**config.mk**
```make
export PLATFORM = sky130hd
export DESIGN_NAME = lm07_spi_reader
export DESIGN_NICKNAME = d
export VERILOG_FILES = /design/src/rtl/lm07_spi_reader.sv
export SDC_FILE = /design/constraint.sdc
export NUM_CORES = 1
export LEC_CHECK = 0
export ABC_AREA = 0
export BUFFER_PORTS_ARGS = -buffer_cell sky130_fd_sc_hd__buf_2
export CORE_MARGIN = 3
export CORE_UTILIZATION = 50
export DETAILED_ROUTE_END_ITERATION = 7
export GPL_ROUTABILITY_DRIVEN = 0
export PLACE_DENSITY = 0.79
export RECOVER_POWER = 25
export SLEW_MARGIN = 0
export SYNTH_ARGS = -nofsm -noshare
export SYNTH_HDL_FRONTEND = slang
export SYNTH_SLANG_ARGS = --single-unit
```
**constraint.sdc**
```tcl
create_clock -name clk -period 2.5 [get_ports clk]
set_input_delay 0.375 -clock clk [delete_from_list [all_inputs] [get_ports clk]]
set_output_delay 0.375 -clock clk [all_outputs]
set_load 0.03 [all_outputs]
```
**src/rtl/lm07_spi_reader.sv**
```systemverilog
// -----------------------------------------------------------------------------
// lm07_spi_reader
//
// Reads 16-bit frames from an LM07-style SPI temperature sensor. A read starts
// from IDLE on `start`, or by itself when automatic sampling is compiled in.
// The block drops cs, waits CLK_DIV cycles, then generates 16 SCK periods
// (CLK_DIV cycles high, CLK_DIV cycles low). sio is shifted into the LSB of a
// shift register on every clk edge that raises sck. When the 16th low phase
// ends, cs rises, the frame is published on data/temp_c with a one-cycle valid
// pulse, and the block holds cs high for 2*CLK_DIV cycles before it returns to
// IDLE.
//
// Parameters
//   CLK_DIV   clk cycles per SCK half-period (1..255)
//   AUTO_GAP  idle clk cycles before an automatic read (auto-sample builds only)
//
// Ports
//   clk     in   system clock, rising edge
//   rst_n   in   synchronous reset, active-low
//   start   in   read request, sampled only in IDLE
//   sio     in   serial data from the sensor
//   cs      out  sensor chip select, active-low
//   sck     out  serial clock to the sensor
//   busy    out  high in every state except IDLE
//   data    out  last complete frame, MSB first as received
//   temp_c  out  signed integer degrees C, data[15:7]
//   valid   out  one-cycle pulse when data/temp_c update
//
// Build option
//   LM07_AUTO_SAMPLE_EN  when defined, a read is started automatically
//                        AUTO_GAP+1 cycles after IDLE is entered (including
//                        after reset); start is still honoured in IDLE.
// -----------------------------------------------------------------------------
module lm07_spi_reader #(
   parameter int unsigned CLK_DIV  = 4,
   parameter int unsigned AUTO_GAP = 1024
) (
   input  logic        clk,
   input  logic        rst_n,
   input  logic        start,
   input  logic        sio,
   output logic        cs,
   output logic        sck,
   output logic        busy,
   output logic [15:0] data,
   output logic [8:0]  temp_c,
   output logic        valid
);

   typedef enum logic [2:0] {
      IDLE,
      SETUP,
      SCK_HI,
      SCK_LO,
      GAP
   } state_t;

   // Divider is wide enough for the GAP phase, which lasts 2*CLK_DIV cycles.
   localparam logic [8:0] DIV_LAST = 9'(CLK_DIV - 1);
   localparam logic [8:0] GAP_LAST = 9'(2 * CLK_DIV - 1);

   state_t      state;
   logic [8:0]  div_cnt;
   logic [3:0]  bit_cnt;
   logic [15:0] shreg;
   logic        div_done;
   logic        auto_go;
   logic        go;

   assign div_done = (div_cnt == DIV_LAST);
   assign go       = start | auto_go;

`ifdef LM07_AUTO_SAMPLE_EN
   logic [31:0] idle_cnt;

   // Counts cycles spent in IDLE; cleared in every other state so each entry
   // into IDLE (and reset) restarts the automatic-read interval.
   always_ff @(posedge clk) begin
      if (!rst_n) begin
         idle_cnt <= '0;
      end else if (state != IDLE) begin
         idle_cnt <= '0;
      end else if (idle_cnt != 32'(AUTO_GAP)) begin
         idle_cnt <= idle_cnt + 32'd1;
      end
   end

   assign auto_go = (state == IDLE) && (idle_cnt == 32'(AUTO_GAP));
`else
   // Automatic sampling is not built; the term is constant-false and only
   // keeps AUTO_GAP referenced so the parameter list stays identical.
   assign auto_go = 1'b0 && (AUTO_GAP != 0);
`endif

   // Single state machine; every output is registered and changes on the same
   // edge as the state it belongs to.
   always_ff @(posedge clk) begin
      if (!rst_n) begin
         state   <= IDLE;
         cs      <= 1'b1;
         sck     <= 1'b0;
         busy    <= 1'b0;
         valid   <= 1'b0;
         data    <= '0;
         temp_c  <= '0;
         div_cnt <= '0;
         bit_cnt <= '0;
         shreg   <= '0;
      end else begin
         valid <= 1'b0;
         case (state)
            IDLE: begin
               cs      <= 1'b1;
               sck     <= 1'b0;
               div_cnt <= '0;
               bit_cnt <= '0;
               if (go) begin
                  state <= SETUP;
                  cs    <= 1'b0;
                  busy  <= 1'b1;
                  shreg <= '0;
               end
            end

            SETUP: begin
               if (div_done) begin
                  state   <= SCK_HI;
                  sck     <= 1'b1;
                  shreg   <= {shreg[14:0], sio};
                  div_cnt <= '0;
               end else begin
                  div_cnt <= div_cnt + 9'd1;
               end
            end

            SCK_HI: begin
               if (div_done) begin
                  state   <= SCK_LO;
                  sck     <= 1'b0;
                  div_cnt <= '0;
               end else begin
                  div_cnt <= div_cnt + 9'd1;
               end
            end

            SCK_LO: begin
               if (div_done) begin
                  div_cnt <= '0;
                  if (bit_cnt == 4'd15) begin
                     // Frame complete: release the sensor and publish.
                     state   <= GAP;
                     cs      <= 1'b1;
                     bit_cnt <= '0;
                     data    <= shreg;
                     temp_c  <= shreg[15:7];
                     valid   <= 1'b1;
                  end else begin
                     state   <= SCK_HI;
                     sck     <= 1'b1;
                     shreg   <= {shreg[14:0], sio};
                     bit_cnt <= bit_cnt + 4'd1;
                  end
               end else begin
                  div_cnt <= div_cnt + 9'd1;
               end
            end

            GAP: begin
               if (div_cnt == GAP_LAST) begin
                  state   <= IDLE;
                  busy    <= 1'b0;
                  div_cnt <= '0;
               end else begin
                  div_cnt <= div_cnt + 9'd1;
               end
            end

            default: begin
               state   <= IDLE;
               cs      <= 1'b1;
               sck     <= 1'b0;
               busy    <= 1'b0;
               div_cnt <= '0;
               bit_cnt <= '0;
            end
         endcase
      end
   end

endmodule
```
==> impl_metrics.prom <==
# TYPE chip_impl_metric gauge
chip_impl_metric{name="floorplan.die_area",unit="µm²"} 5470
chip_impl_info{name="critPathKind",value="reg -> reg"} 1
chip_impl_metric{name="placeableCoreArea",unit="µm²"} 4410
chip_impl_metric{name="synthesis.area",unit="µm²"} 2310
chip_impl_info{name="clock_tree_root",value="sky130_fd_sc_hd__clkbuf_8"} 1
chip_impl_info{name="tritoncts",value="done"} 1
chip_impl_metric{name="total_via_count_after_detailed_routing",unit=""} 1726
chip_impl_metric{name="critPathMaxStageDelay",unit="ns"} 0.43
chip_impl_metric{name="num_rows",unit=""} 24
chip_impl_metric{name="power_density",unit="nW/µm²"} 575
chip_impl_metric{name="synth_cells",unit=""} 250
chip_impl_metric{name="worst_slew_margin_rel",unit="%"} 62.8
chip_impl_info{name="hp-class",value="in -> reg"} 1
chip_impl_metric{name="post_drt_wl_per_cell",unit="µm"} 12.8
chip_impl_metric{name="chipHeight",unit="µm"} 73.9
chip_impl_metric{name="area_growth_syn_to_layout",unit="%"} 7.21
chip_impl_metric{name="cts_max_level",unit=""} 2
chip_impl_metric{name="irDropWorstVdd",unit="mV"} 0.316
chip_impl_metric{name="timing_hold_violations_final",unit=""} 0
chip_impl_metric{name="first_pass_grt_wire_length",unit="mm"} 6.96
chip_impl_metric{name="postSynthRegisterBits",unit=""} 52
chip_impl_metric{name="data_arrival_at_the_endpoint_of_the_critical_path",unit="ns"} 2.20
chip_impl_metric{name="post_route_design_area",unit="µm²"} 2470
chip_impl_info{name="run_status",value="complete, no violations"} 1
chip_impl_info{name="rsz0062_at_grt",value="no"} 1
chip_impl_metric{name="fin_worst_hold_slack",unit="ns"} 0.308
chip_impl_info{name="worst_r2r_startpoint",value="div_cnt[0]"} 1
chip_impl_metric{name="overflow",unit=""} 0
chip_impl_metric{name="start_util",unit="%"} 52.3
chip_impl_info{name="worst_setup_path_start_kind",value="flip-flop"} 1
chip_impl_metric{name="hpwlAfterDp",unit="mm"} 2.88
chip_impl_metric{name="grt_max_degree",unit=""} 26
chip_impl_metric{name="placed_cell_areas",unit="µm²"} 2400
chip_impl_metric{name="fin_setup_tns",unit="ns"} 0
chip_impl_metric{name="max-cap-violations",unit=""} 0
chip_impl_info{name="cp-end-kind",value="flip-flop"} 1
chip_impl_metric{name="clk_transition_reported_paths",unit="ns"} 0.10
chip_impl_metric{name="post-cts-setup-buffer-count",unit=""} 0
chip_impl_metric{name="numClockSinks",unit=""} 52
chip_impl_metric{name="skew",unit="ns"} 0.00852
chip_impl_info{name="critical-path-slowest-cell",value="sky130_fd_sc_hd__a2111o_1"} 1
chip_impl_metric{name="finalWorstPathRequiredPeriod",unit="ns"} 2.01
chip_impl_info{name="worst_hold_startpoint",value="sio"} 1
chip_impl_metric{name="setup_viol_count_final",unit=""} 0
chip_impl_metric{name="placement.io_buffers",unit=""} 32
chip_impl_metric{name="crit_required",unit="ns"} 2.69
chip_impl_metric{name="clock.fmax",unit="MHz"} 497
chip_impl_metric{name="seq_area_frac_synth",unit="%"} 45.1
chip_impl_metric{name="cts-resized-gates",unit=""} 0
chip_impl_metric{name="synth_warnings",unit=""} 0
chip_impl_info{name="ys_dominant_reg_cell",value="sky130_fd_sc_hd__dfxtp_1"} 1
chip_impl_info{name="final_common_cell",value="sky130_fd_sc_hd__dfxtp_1"} 1
chip_impl_metric{name="cts-hold-fix-buffers",unit=""} 0
chip_impl_metric{name="leakagePower",unit="nW"} 1.05
chip_impl_metric{name="drt.antenna.violating_nets",unit=""} 0
chip_impl_metric{name="route.detailed.vias_per_inst",unit=""} 5.31
chip_impl_metric{name="detailedRoute.firstPassIterationCount",unit=""} 4
chip_impl_metric{name="number_of_antenna_violations_at_the_first_check_in_global_routing",unit=""} 0
chip_impl_metric{name="fraction_of_final_layout_cells_sized_beyond_drive_strength_1",unit="%"} 12.5
chip_impl_metric{name="drt_wl_total",unit="mm"} 4.17
chip_impl_metric{name="min_period_over_period",unit="%"} 80.5
chip_impl_info{name="startpoint",value="div_cnt[0]"} 1
chip_impl_metric{name="total_power",unit="mW"} 1.42
chip_impl_info{name="synth_area_leader_cell",value="sky130_fd_sc_hd__dfxtp_1"} 1
chip_impl_metric{name="number_of_enable_type_register_cells_in_the_synthesized_netlist",unit=""} 0
chip_impl_metric{name="insertion_delay",unit="ns"} 0.31
chip_impl_metric{name="grt_pass1_vias",unit=""} 1604
chip_impl_metric{name="synth_async_sr_flop_share",unit="%"} 0
chip_impl_metric{name="path_max_fanout",unit=""} 16
chip_impl_metric{name="syn_area_per_cell",unit="µm²"} 9.23
chip_impl_metric{name="fillcell_total",unit=""} 409
chip_impl_metric{name="numCtsBuffers",unit=""} 5
chip_impl_metric{name="synth.distinct_cells",unit=""} 43
chip_impl_metric{name="io_pins",unit=""} 33
chip_impl_metric{name="num-nets-final",unit=""} 278
chip_impl_metric{name="clk_path_buf_depth",unit=""} 2
chip_impl_metric{name="drt_drc_violations_left",unit=""} 0
chip_impl_info{name="most-common-layout-cells",value="sky130_fd_sc_hd__dfxtp_1 (52), sky130_fd_sc_hd__nand2_1 (44), sky130_fd_sc_hd__mux2i_1 (33), sky130_fd_sc_hd__nor2_1 (33), sky130_fd_sc_hd__clkbuf_1 (20)"} 1
chip_impl_metric{name="dr.first_iter.drc_count",unit=""} 97
chip_impl_metric{name="transition_at_the_pin_with_the_smallest_max_transition_slack",unit="ns"} 0.552
chip_impl_info{name="crit_path_cell_trace",value="ha_1, nor4b_4, nand2_2, a2111o_1, buf_4, mux2i_1"} 1
chip_impl_metric{name="final-max-slew-violation-count",unit=""} 0
chip_impl_metric{name="yosysTopAreaCellShare",unit="%"} 45.1
chip_impl_metric{name="gr-usage-all-layers",unit="%"} 16.2
chip_impl_metric{name="dieWidth",unit="µm"} 73.9
chip_impl_metric{name="mappedNetlistNets",unit=""} 256
chip_impl_info{name="cells_taking_the_most_area_after_synthesis",value="sky130_fd_sc_hd__dfxtp_1 (45%), sky130_fd_sc_hd__mux2i_1 (14%), sky130_fd_sc_hd__nand2_1 (7.2%), sky130_fd_sc_hd__nor2_1 (5.4%), sky130_fd_sc_hd__buf_4 (2.9%)"} 1
chip_impl_metric{name="n_antenna_cell",unit=""} 0
## worst max-delay path, delay by kind of cell (launching register included)
kind,cells,cell delay [ns]
multiplexers,1,0.14
buffers and inverters,1,0.23
adder cells (fa/ha/maj),1,0.27
flip-flops,1,0.36
AO/OA/AOI/OAI,1,0.43
AND/OR/NAND/NOR,2,0.45
## power by group
part	leakage [nW]	switching (mW)	internal [mW]
sequential	0.420	0.00600	0.834
combinational	0.587	0.0526	0.0302
clock	0.0463	0.293	0.206
## area by class of cell
type	count	area (µm²)	area share (%)
Timing Repair Buffer	38	180	7.28
Multi-Input combinational cell	171	1080	43.5
Sequential cell	52	1040	42.1
Clock buffer	5	68.8	2.78
Inverter	4	15.0	0.607
Tap cell	52	65.1	2.63
Clock inverter	3	27.5	1.11
## registers in the layout, indices dropped and copies added, names as in the netlist
| name | flops |
|---|---|
| sck | 1 |
| div_cnt | 9 |
| data | 16 |
| shreg | 16 |
| cs | 1 |
| bit_cnt | 4 |
| busy | 1 |
| valid | 1 |
| state | 3 |
## metrics by stage
stage / setup WS, ns / cells / util (%)
final: 0.488 / 325 / 56.0
after global routing: 0.339 / 325 / 56.0
after CTS: 0.492 / 325 / 56.6
after detailed placement: 0.515 / 317 / 54.4
after global placement: 0.560 / 317 / 54.4
after floorplan: 0.597 / 250 / -
## path summary, 6_finish.rpt
check | cells past startpoint | endpoint | slack, ns
hold reg to reg | 1 | div_cnt[0] | 0.45
setup / recovery | 6 | shreg[8] | 0.49
hold / removal | 3 | shreg[0] | 0.31
setup reg to reg | 6 | shreg[8] | 0.49
## metal layers
metal	global-route usage, %	vias up	part of all wire (%)
met3	4.19	10	4.7
met2	25.5	44	45
li1	-	879	-
met4	7.24	0	2.2
met5	0	-	0
met1	21.0	793	48
## synth_stat cells (all sizes together) (2+ instances only)
cell         number
nand2b            2
nor2             33
o211ai            2
ha                2
or4               2
nand4             3
clkbuf            6
dlygate4sd1       2
o21ai             3
xnor2             5
nand3            11
mux2i            33
a21o              2
nand2            45
dfxtp            52
and3              2
xor2              3
buf              15
a31oi             2
inv               4
nor3              3
a21oi             4
## cells by family after synthesis
group	share of synthesized area, %
buffers and inverters	8.24
adder cells (fa/ha/maj)	1.08
AND/OR/NAND/NOR	21.4
flip-flops	45.1
XOR/XNOR	3.04
multiplexers	14.3
AO/OA/AOI/OAI	6.78
Power figures use the tool's default switching activity.
